==> src/rtl/dsp_stim_driver_if.sv <==
// -----------------------------------------------------------------------------
// dsp_stim_driver_if
// Operand/expectation bus between the stimulus driver and a DSP primitive
// wrapper (and whatever checker compares y against exp).
//   a, b      operands offered to the DUT wrapper
//   valid     a/b are valid this cycle
//   ready     DUT wrapper accepts a/b this cycle
//   exp       expected DUT result, latency-matched to the DUT pipeline
//   exp_valid exp is valid this cycle
// Modports: master = stimulus driver, slave = DUT wrapper / checker side.
// -----------------------------------------------------------------------------
interface dsp_stim_driver_if #(
  parameter int unsigned width = 32
);
  logic [width-1:0] a;
  logic [width-1:0] b;
  logic             valid;
  logic             ready;
  logic [width-1:0] exp;
  logic             exp_valid;

  modport master (
    output a, b, valid, exp, exp_valid,
    input  ready
  );

  modport slave (
    input  a, b, valid, exp, exp_valid,
    output ready
  );
endinterface

==> src/rtl/dsp_stim_driver.sv <==
// -----------------------------------------------------------------------------
// dsp_stim_driver
// Generates a reproducible stream of operand pairs from two 32-bit Galois
// LFSRs for a dsp_* primitive under test, and emits the expected result
// delayed by the DUT latency so a checker can compare y against exp on every
// exp_valid.
//
// Parameters:
//   width   operand/result width (1..32)
//   lat     DUT latency, operand acceptance to y (1..8)
//   seed_a  LFSR A start value (nonzero)
//   seed_b  LFSR B start value (nonzero)
//
// Ports:
//   clock        system clock, posedge
//   reset        synchronous, active-high
//   start        one-cycle run request, honoured only in IDLE
//   op           0 add, 1 sub, 2 mul, 3 and, 4 or, 5 xor, 6 nor, 7 reserved
//   num_vectors  vectors to issue, latched with start
//   bus          dsp_stim_driver_if master: a, b, valid, ready, exp, exp_valid
//   busy         run in progress (RUN or DRAIN)
//   done         one-cycle pulse at the end of a run
//
// Build option: define STIM_CORNER_EN to issue four corner vectors
// (0,0), (all-ones,1), (MSB-only,MSB-only), (all-ones,all-ones) at the head
// of every run before the LFSR stream. Corners count toward num_vectors and
// do not advance the LFSRs.
// -----------------------------------------------------------------------------
module dsp_stim_driver #(
  parameter int unsigned width  = 32,
  parameter int unsigned lat    = 1,
  parameter logic [31:0] seed_a = 32'h0000_0001,
  parameter logic [31:0] seed_b = 32'hDEAD_BEEF
) (
  input  logic                clock,
  input  logic                reset,
  input  logic                start,
  input  logic [2:0]          op,
  input  logic [31:0]         num_vectors,
  dsp_stim_driver_if.master   bus,
  output logic                busy,
  output logic                done
);

  localparam logic [31:0] tap_mask = 32'h8020_0003;

  typedef enum logic [1:0] {IDLE, RUN, DRAIN, DONE} state_t;

  typedef enum logic [2:0] {
    OP_ADD  = 3'd0,
    OP_SUB  = 3'd1,
    OP_MUL  = 3'd2,
    OP_AND  = 3'd3,
    OP_OR   = 3'd4,
    OP_XOR  = 3'd5,
    OP_NOR  = 3'd6,
    OP_RSVD = 3'd7
  } op_t;

  function automatic logic [31:0] lfsr_step(input logic [31:0] s);
    return s[0] ? ((s >> 1) ^ tap_mask) : (s >> 1);
  endfunction

  state_t           state;
  op_t              op_q;
  logic [31:0]      lfsr_a;
  logic [31:0]      lfsr_b;
  logic [31:0]      count;
  logic             valid_q;

  logic [width-1:0] cur_a;
  logic [width-1:0] cur_b;
  logic [width-1:0] exp_now;
  logic             hs;
  logic             start_ok;
  logic             advance_lfsr;

  // Delay line modelling the DUT pipeline: stage lat-1 is the output.
  logic [lat-1:0]   dl_valid;
  logic [width-1:0] dl_data [lat];

  assign hs       = valid_q & bus.ready;
  assign start_ok = start && (op != OP_RSVD);

`ifdef STIM_CORNER_EN
  localparam logic [width-1:0] one_v    = width'(1);
  localparam logic [width-1:0] msb_only = one_v << (width - 1);

  // 0..3 = corner vector being offered, 4 = corners exhausted.
  logic [2:0] corner_idx;
  logic       in_corner;

  assign in_corner    = (corner_idx != 3'd4);
  assign advance_lfsr = ~in_corner;

  always_ff @(posedge clock) begin
    if (reset) begin
      corner_idx <= 3'd0;
    end else if (state == IDLE && start_ok) begin
      corner_idx <= 3'd0;
    end else if (state == RUN && hs && in_corner) begin
      corner_idx <= corner_idx + 3'd1;
    end
  end
`else
  assign advance_lfsr = 1'b1;
`endif

  // Operand source: corner table while it lasts, LFSRs otherwise.
  always_comb begin
    cur_a = lfsr_a[width-1:0];
    cur_b = lfsr_b[width-1:0];
`ifdef STIM_CORNER_EN
    if (in_corner) begin
      case (corner_idx[1:0])
        2'd0:    begin cur_a = '0;       cur_b = '0;       end
        2'd1:    begin cur_a = '1;       cur_b = one_v;    end
        2'd2:    begin cur_a = msb_only; cur_b = msb_only; end
        default: begin cur_a = '1;       cur_b = '1;       end
      endcase
    end
`endif
  end

  // Reference result, truncated to width by the assignment context.
  always_comb begin
    // NOTE: default assignment first so every path drives exp_now; a missing
    // branch would otherwise infer a latch.
    exp_now = '0;
    case (op_q)
      OP_ADD:  exp_now = cur_a + cur_b;
      OP_SUB:  exp_now = cur_a - cur_b;
      OP_MUL:  exp_now = cur_a * cur_b;
      OP_AND:  exp_now = cur_a & cur_b;
      OP_OR:   exp_now = cur_a | cur_b;
      OP_XOR:  exp_now = cur_a ^ cur_b;
      OP_NOR:  exp_now = ~(cur_a | cur_b);
      default: exp_now = '0;
    endcase
  end

  // Free-running delay line: shifts every cycle, bubble when no handshake.
  always_ff @(posedge clock) begin
    if (reset) begin
      dl_valid <= '0;
      // NOTE: this storage is cleared on reset on purpose: exp must read zero
      // after reset and a stale entry would hold DRAIN open.
      for (int i = 0; i < int'(lat); i++) dl_data[i] <= '0;
    end else begin
      for (int i = int'(lat) - 1; i > 0; i--) begin
        dl_valid[i] <= dl_valid[i-1];
        dl_data[i]  <= dl_data[i-1];
      end
      dl_valid[0] <= hs;
      dl_data[0]  <= hs ? exp_now : '0;
    end
  end

  // Run control FSM with registered valid/busy/done.
  always_ff @(posedge clock) begin
    if (reset) begin
      // NOTE: non-blocking assignments throughout sequential logic so every
      // flop samples pre-edge values regardless of statement order.
      state   <= IDLE;
      op_q    <= OP_ADD;
      lfsr_a  <= seed_a;
      lfsr_b  <= seed_b;
      count   <= '0;
      valid_q <= 1'b0;
      busy    <= 1'b0;
      done    <= 1'b0;
    end else begin
      done <= 1'b0;
      case (state)
        IDLE: begin
          if (start_ok) begin
            // Reload seeds so every run replays the same sequence.
            lfsr_a <= seed_a;
            lfsr_b <= seed_b;
            op_q   <= op_t'(op);
            if (num_vectors == 32'd0) begin
              state <= DONE;
              done  <= 1'b1;
            end else begin
              count   <= num_vectors;
              state   <= RUN;
              valid_q <= 1'b1;
              busy    <= 1'b1;
            end
          end
        end

        RUN: begin
          if (hs) begin
            count <= count - 32'd1;
            if (advance_lfsr) begin
              lfsr_a <= lfsr_step(lfsr_a);
              lfsr_b <= lfsr_step(lfsr_b);
            end
            if (count == 32'd1) begin
              state   <= DRAIN;
              valid_q <= 1'b0;
            end
          end
        end

        DRAIN: begin
          if (dl_valid == '0) begin
            state <= DONE;
            busy  <= 1'b0;
            done  <= 1'b1;
          end
        end

        DONE:    state <= IDLE;
        default: state <= IDLE;
      endcase
    end
  end

  assign bus.valid     = valid_q;
  assign bus.a         = valid_q ? cur_a : '0;
  assign bus.b         = valid_q ? cur_b : '0;
  assign bus.exp       = dl_data[lat-1];
  assign bus.exp_valid = dl_valid[lat-1];

endmodule

==> src/flat_wrapper.sv <==
// flat-port wrapper written by rule: the top's interface ports become plain ports
module dsp_stim_driver_flat 
#(
  parameter int unsigned width  = 32,
  parameter int unsigned lat    = 1,
  parameter logic [31:0] seed_a = 32'h0000_0001,
  parameter logic [31:0] seed_b = 32'hDEAD_BEEF
)
  (clock, reset, start, op, num_vectors, busy, done, bus_a, bus_b, bus_valid, bus_exp, bus_exp_valid, bus_ready);
  dsp_stim_driver_if #(.width(width)) bus_i ();
  input  logic clock;
  input  logic reset;
  input  logic start;
  input  logic [2:0] op;
  input  logic [31:0] num_vectors;
  output logic busy;
  output logic done;
  output wire logic [$bits(bus_i.a)-1:0] bus_a;
  output wire logic [$bits(bus_i.b)-1:0] bus_b;
  output wire logic [$bits(bus_i.valid)-1:0] bus_valid;
  output wire logic [$bits(bus_i.exp)-1:0] bus_exp;
  output wire logic [$bits(bus_i.exp_valid)-1:0] bus_exp_valid;
  input wire logic [$bits(bus_i.ready)-1:0] bus_ready;
  assign bus_a = bus_i.a;
  assign bus_b = bus_i.b;
  assign bus_valid = bus_i.valid;
  assign bus_exp = bus_i.exp;
  assign bus_exp_valid = bus_i.exp_valid;
  assign bus_i.ready = bus_ready;
  dsp_stim_driver #(.width(width), .lat(lat), .seed_a(seed_a), .seed_b(seed_b)) u_core (.clock(clock), .reset(reset), .start(start), .op(op), .num_vectors(num_vectors), .bus(bus_i), .busy(busy), .done(done));
endmodule
==> config.mk <==
export PLATFORM = sky130hd
export DESIGN_NAME = dsp_stim_driver_flat
export DESIGN_NICKNAME = d
export VERILOG_FILES = /design/src/rtl/dsp_stim_driver_if.sv /design/src/rtl/dsp_stim_driver.sv /design/src/flat_wrapper.sv
export SDC_FILE = /design/constraint.sdc
export NUM_CORES = 2
export LEC_CHECK = 0
export ABC_AREA = 0
export CORE_MARGIN = 5
export CORE_UTILIZATION = 35
export CTS_CLUSTER_DIAMETER = 50
export DETAILED_ROUTE_END_ITERATION = 6
export MAX_ROUTING_LAYER = met4
export REMOVE_ABC_BUFFERS = 1
export SLEW_MARGIN = 10
export SYNTH_ARGS = -nofsm -noshare
export SYNTH_HDL_FRONTEND = slang
export SYNTH_SLANG_ARGS = --single-unit
==> constraint.sdc <==
create_clock -name clock -period 21.1 [get_ports clock]
set_input_delay 4.22 -clock clock [delete_from_list [all_inputs] [get_ports clock]]
set_output_delay 4.22 -clock clock [all_outputs]
set_load 0.05 [all_outputs]
==> flow_summary.ini <==
[hold_path]
hold_path.class = reg -> reg
whs_path_depth = 2
hp-start = u_core.count[26]$_SDFFE_PP0P_
min_to = u_core.count[26]$_SDFFE_PP0P_

[synth]
synth.avg_cell_area_um2 = 8.17
synthesis.area_um2 = 25400
synth.distinct_cells = 77
synthArstFlopShare_pct = 0
ys_ff_latch = 137
synth-xor-area-share_pct = 5.68
ys_top_cells_by_count = inv_1 (445), fa_1 (409), nor2_1 (400)
synthSimpleGateAreaFrac_pct = 17.9
synth_top_flop_cell = dfxtp_1
synth_most_common_cell = inv_1
postSynthCellCount = 3110
synth.top_cell.area_share_pct = 32.2
synth_compound_area_share_pct = 11.9
synthAdderAreaFrac_pct = 43.3
synth_top_family_by_area = adder cells
yosys_warnings = 0
synthTopCellsByArea = fa_1 (32%), ha_1 (11%), dfxtp_1 (11%), inv_1 (6.6%), nor2_1 (5.9%)
synth_edf_count = 0
seq_area_frac_synth_pct = 10.8
muxShareOfSynthArea_pct = 0.616
synth_top_cell_by_area = fa_1

[clocking]
h-tree-depth = 4
clock_path_buffers = 2
clock_sinks = 137
cts_tree = done
cts_inserted_buffers = 17
clkTransAtPathRegs_ns = 0.09
post_cts_resized = 0
cts_setup_buffers = 0
cts-hold-fix-buffers = 0
cts_root_buf = clkbuf_16
clk_latency_ns = 0.52

[die]
core_area_um2 = 71700
rows = 98
die_area_um2 = 78100
die_w_um = 279
die_h_um = 279
initial_core_util_pct = 35.4
pin_count = 139

[global_route]
overflow = 0
met1_usage_pct = 33.9
top_usage_layer = met2
grt_pass1_vias = 22500
met2_usage_pct = 38.6
grt_antenna_before_repair = 3
grt_pass1_wl_um = 145000
grtUsageTotal_pct = 25.2
grt_max_degree = 83
use_met3_pct = 6.19

[power_and_ir_drop]
power.density_nw_per_um2 = 90.8
p_leak_nw = 12.5
ir_worst_vdd_mv = 0.123

[critical_path]
r2r_slack_ns = 12.31
path_max_fanout = 17
r2r-start = u_core.cur_a[6]$_SDFFE_PP0P_
start_kind = flip-flop
required_ns = 21.55
critPathLaunch = u_core.cur_a[6]$_SDFFE_PP0P_
worstPathArrival_ns = 9.25
r2r_end = u_core.dl_data[0][29]$_SDFF_PP0_
critPathKind = reg -> reg
reg2regPathDepth = 25
cp-end-kind = flip-flop

[routing]
drcViolationCount = 2
wl_um = 96600
vias = 22500
post_drt_via_cell_ratio = 5.46
drtIter0Drc = 2297
avgRoutedWirePerCell_um = 23.5
antenna_left = 0
drtPass1Iterations = 7

[sta]
final.setup.tns_ns = 0
clock.fmax_mhz = 114
fin_worst_skew_ns = 0.0249
period_share_pct = 41.7
setup_violations = 0
finalHoldViolCount = 0
period_needed_ns = 8.79
slew_viol_final = 0
slew_headroom_pct = 23.8
worst_pin_slew_ns = 1.14
grt_setup_unrepaired = no

[place]
place_inst = 4076
port_buffers = 138
place_hpwl_um = 72500
gp_congestion = 0.990

[layout]
instances_no_fill = 4110
drive_gt1_share_pct = 4.50
fin_nets = 3817
area_growth_pct = 11.9

[outcome]
status = complete, but fails checks
violations = DRC

[job]
drv_cap = 0
-- through the flow --
| step | hold slack, ns | total power [W] | util [%] | setup slack [ns] | instance area, um2 |
|---|---|---|---|---|---|
| after CTS | 0.492 | 0.00256 | 39.6 | 12.59 | 28400 |
| after floorplan | 0.447 | 0.00157 | - | 13.24 | 24700 |
| after detailed placement | 0.474 | 0.00221 | 38.7 | 12.60 | 27800 |
| final | 0.494 | 0.00258 | 39.6 | 12.31 | 28400 |
| after global routing | 0.518 | 0.00275 | 39.6 | 12.13 | 28400 |
| after global placement | 0.472 | 0.00221 | 38.7 | 12.85 | 27800 |
-- critical path, cell delays in order (launching register included) --
cell and delay [ns]:
dfxtp_1 0.97, clkinv_1 1.14, nor2_1 0.43, fa_1 0.44
inv_1 0.08, fa_1 0.17, inv_1 0.05, fa_1 0.47
inv_1 0.05, fa_1 0.47, inv_1 0.05, fa_1 0.49
inv_1 0.05, fa_1 0.56, inv_1 0.06, fa_1 0.50
fa_1 0.42, ha_1 0.36, a21oi_1 0.27, o21ai_0 0.23
o21a_1 0.26, o21bai_1 0.40, nand2_1 0.16, a21oi_1 0.19
mux2_2 0.35, a21oi_1 0.11
-- placed cells by master, fill, tap and decap left out, types with 21 or more instances in the layout --
| master | synthesis | layout |
|---|---|---|
| a21o_1 | 22 | 21 |
| dfxtp_1 | 137 | 134 |
| o211ai_1 | 29 | 29 |
| clkdlybuf4s50_1 | 0 | 137 |
| xnor2_1 | 134 | 134 |
| buf_4 | 0 | 66 |
| a21oi_1 | 159 | 156 |
| nand2_1 | 384 | 384 |
| ha_1 | 224 | 223 |
| a211oi_1 | 25 | 25 |
| and2_1 | 73 | 73 |
| o21ai_0 | 62 | 62 |
| a22oi_1 | 21 | 21 |
| nand3_1 | 56 | 56 |
| xor2_1 | 28 | 28 |
| fa_1 | 409 | 409 |
| inv_1 | 445 | 445 |
| nor2_1 | 400 | 399 |
| nor3_1 | 22 | 22 |
-- power by group --
part | switching (W) | total (W) | internal [W]
clock network | 0.000172 | 0.000333 | 0.000161
registers | 0.000103 | 0.000421 | 0.000319
logic | 0.00120 | 0.00183 | 0.000626
-- state kept, by name, indices dropped and copies added (netlist names) --
register	count
u_core.state	2
u_core.bus.valid	1
u_core.cur_b	32
u_core.bus.exp_valid	1
u_core.done	1
u_core.dl_data	32
u_core.cur_a	32
u_core.busy	1
u_core.op_q	3
u_core.count	32
-- logic make-up after synthesis --
kind of cell,Yosys count
flip-flops,137
multiplexers,14
buffers and inverters,656
AND/OR/NAND/NOR,1042
XOR/XNOR,163
AO/OA/AOI/OAI,465
adder cells (fa/ha/maj),633
-- routing by layer --
layer	wire, um	vias to the layer above
li1	-	9921
met1	40400	11100
met2	42700	1195
met3	10400	200
met4	3180	0
met5	0	-
-- cell type report --
cell class | instances | area [um2]
antenna | 2 | 5.00
clock buffer | 17 | 425
clock inverter | 15 | 199
fill | 7341 | 43300
inverter | 469 | 1760
multi-input combinational | 2317 | 20200
sequential | 137 | 2750
tap | 950 | 1190
timing repair buffer | 203 | 1870
-- worst max path at each step --
stage | endpoint | slack [ns] | depth (start not counted)
after floorplan | u_core.count[15]$_SDFFE_PP0P_ | 13.24 | 8
after global routing | u_core.dl_data[0][29]$_SDFF_PP0_ | 12.13 | 25
after global placement | u_core.dl_data[0][29]$_SDFF_PP0_ | 12.85 | 25
after CTS | u_core.dl_data[0][29]$_SDFF_PP0_ | 12.59 | 25
after detailed placement | u_core.dl_data[0][29]$_SDFF_PP0_ | 12.60 | 25
final | u_core.dl_data[0][29]$_SDFF_PP0_ | 12.31 | 25
No activity file was read; power rests on OpenSTA's default activity.
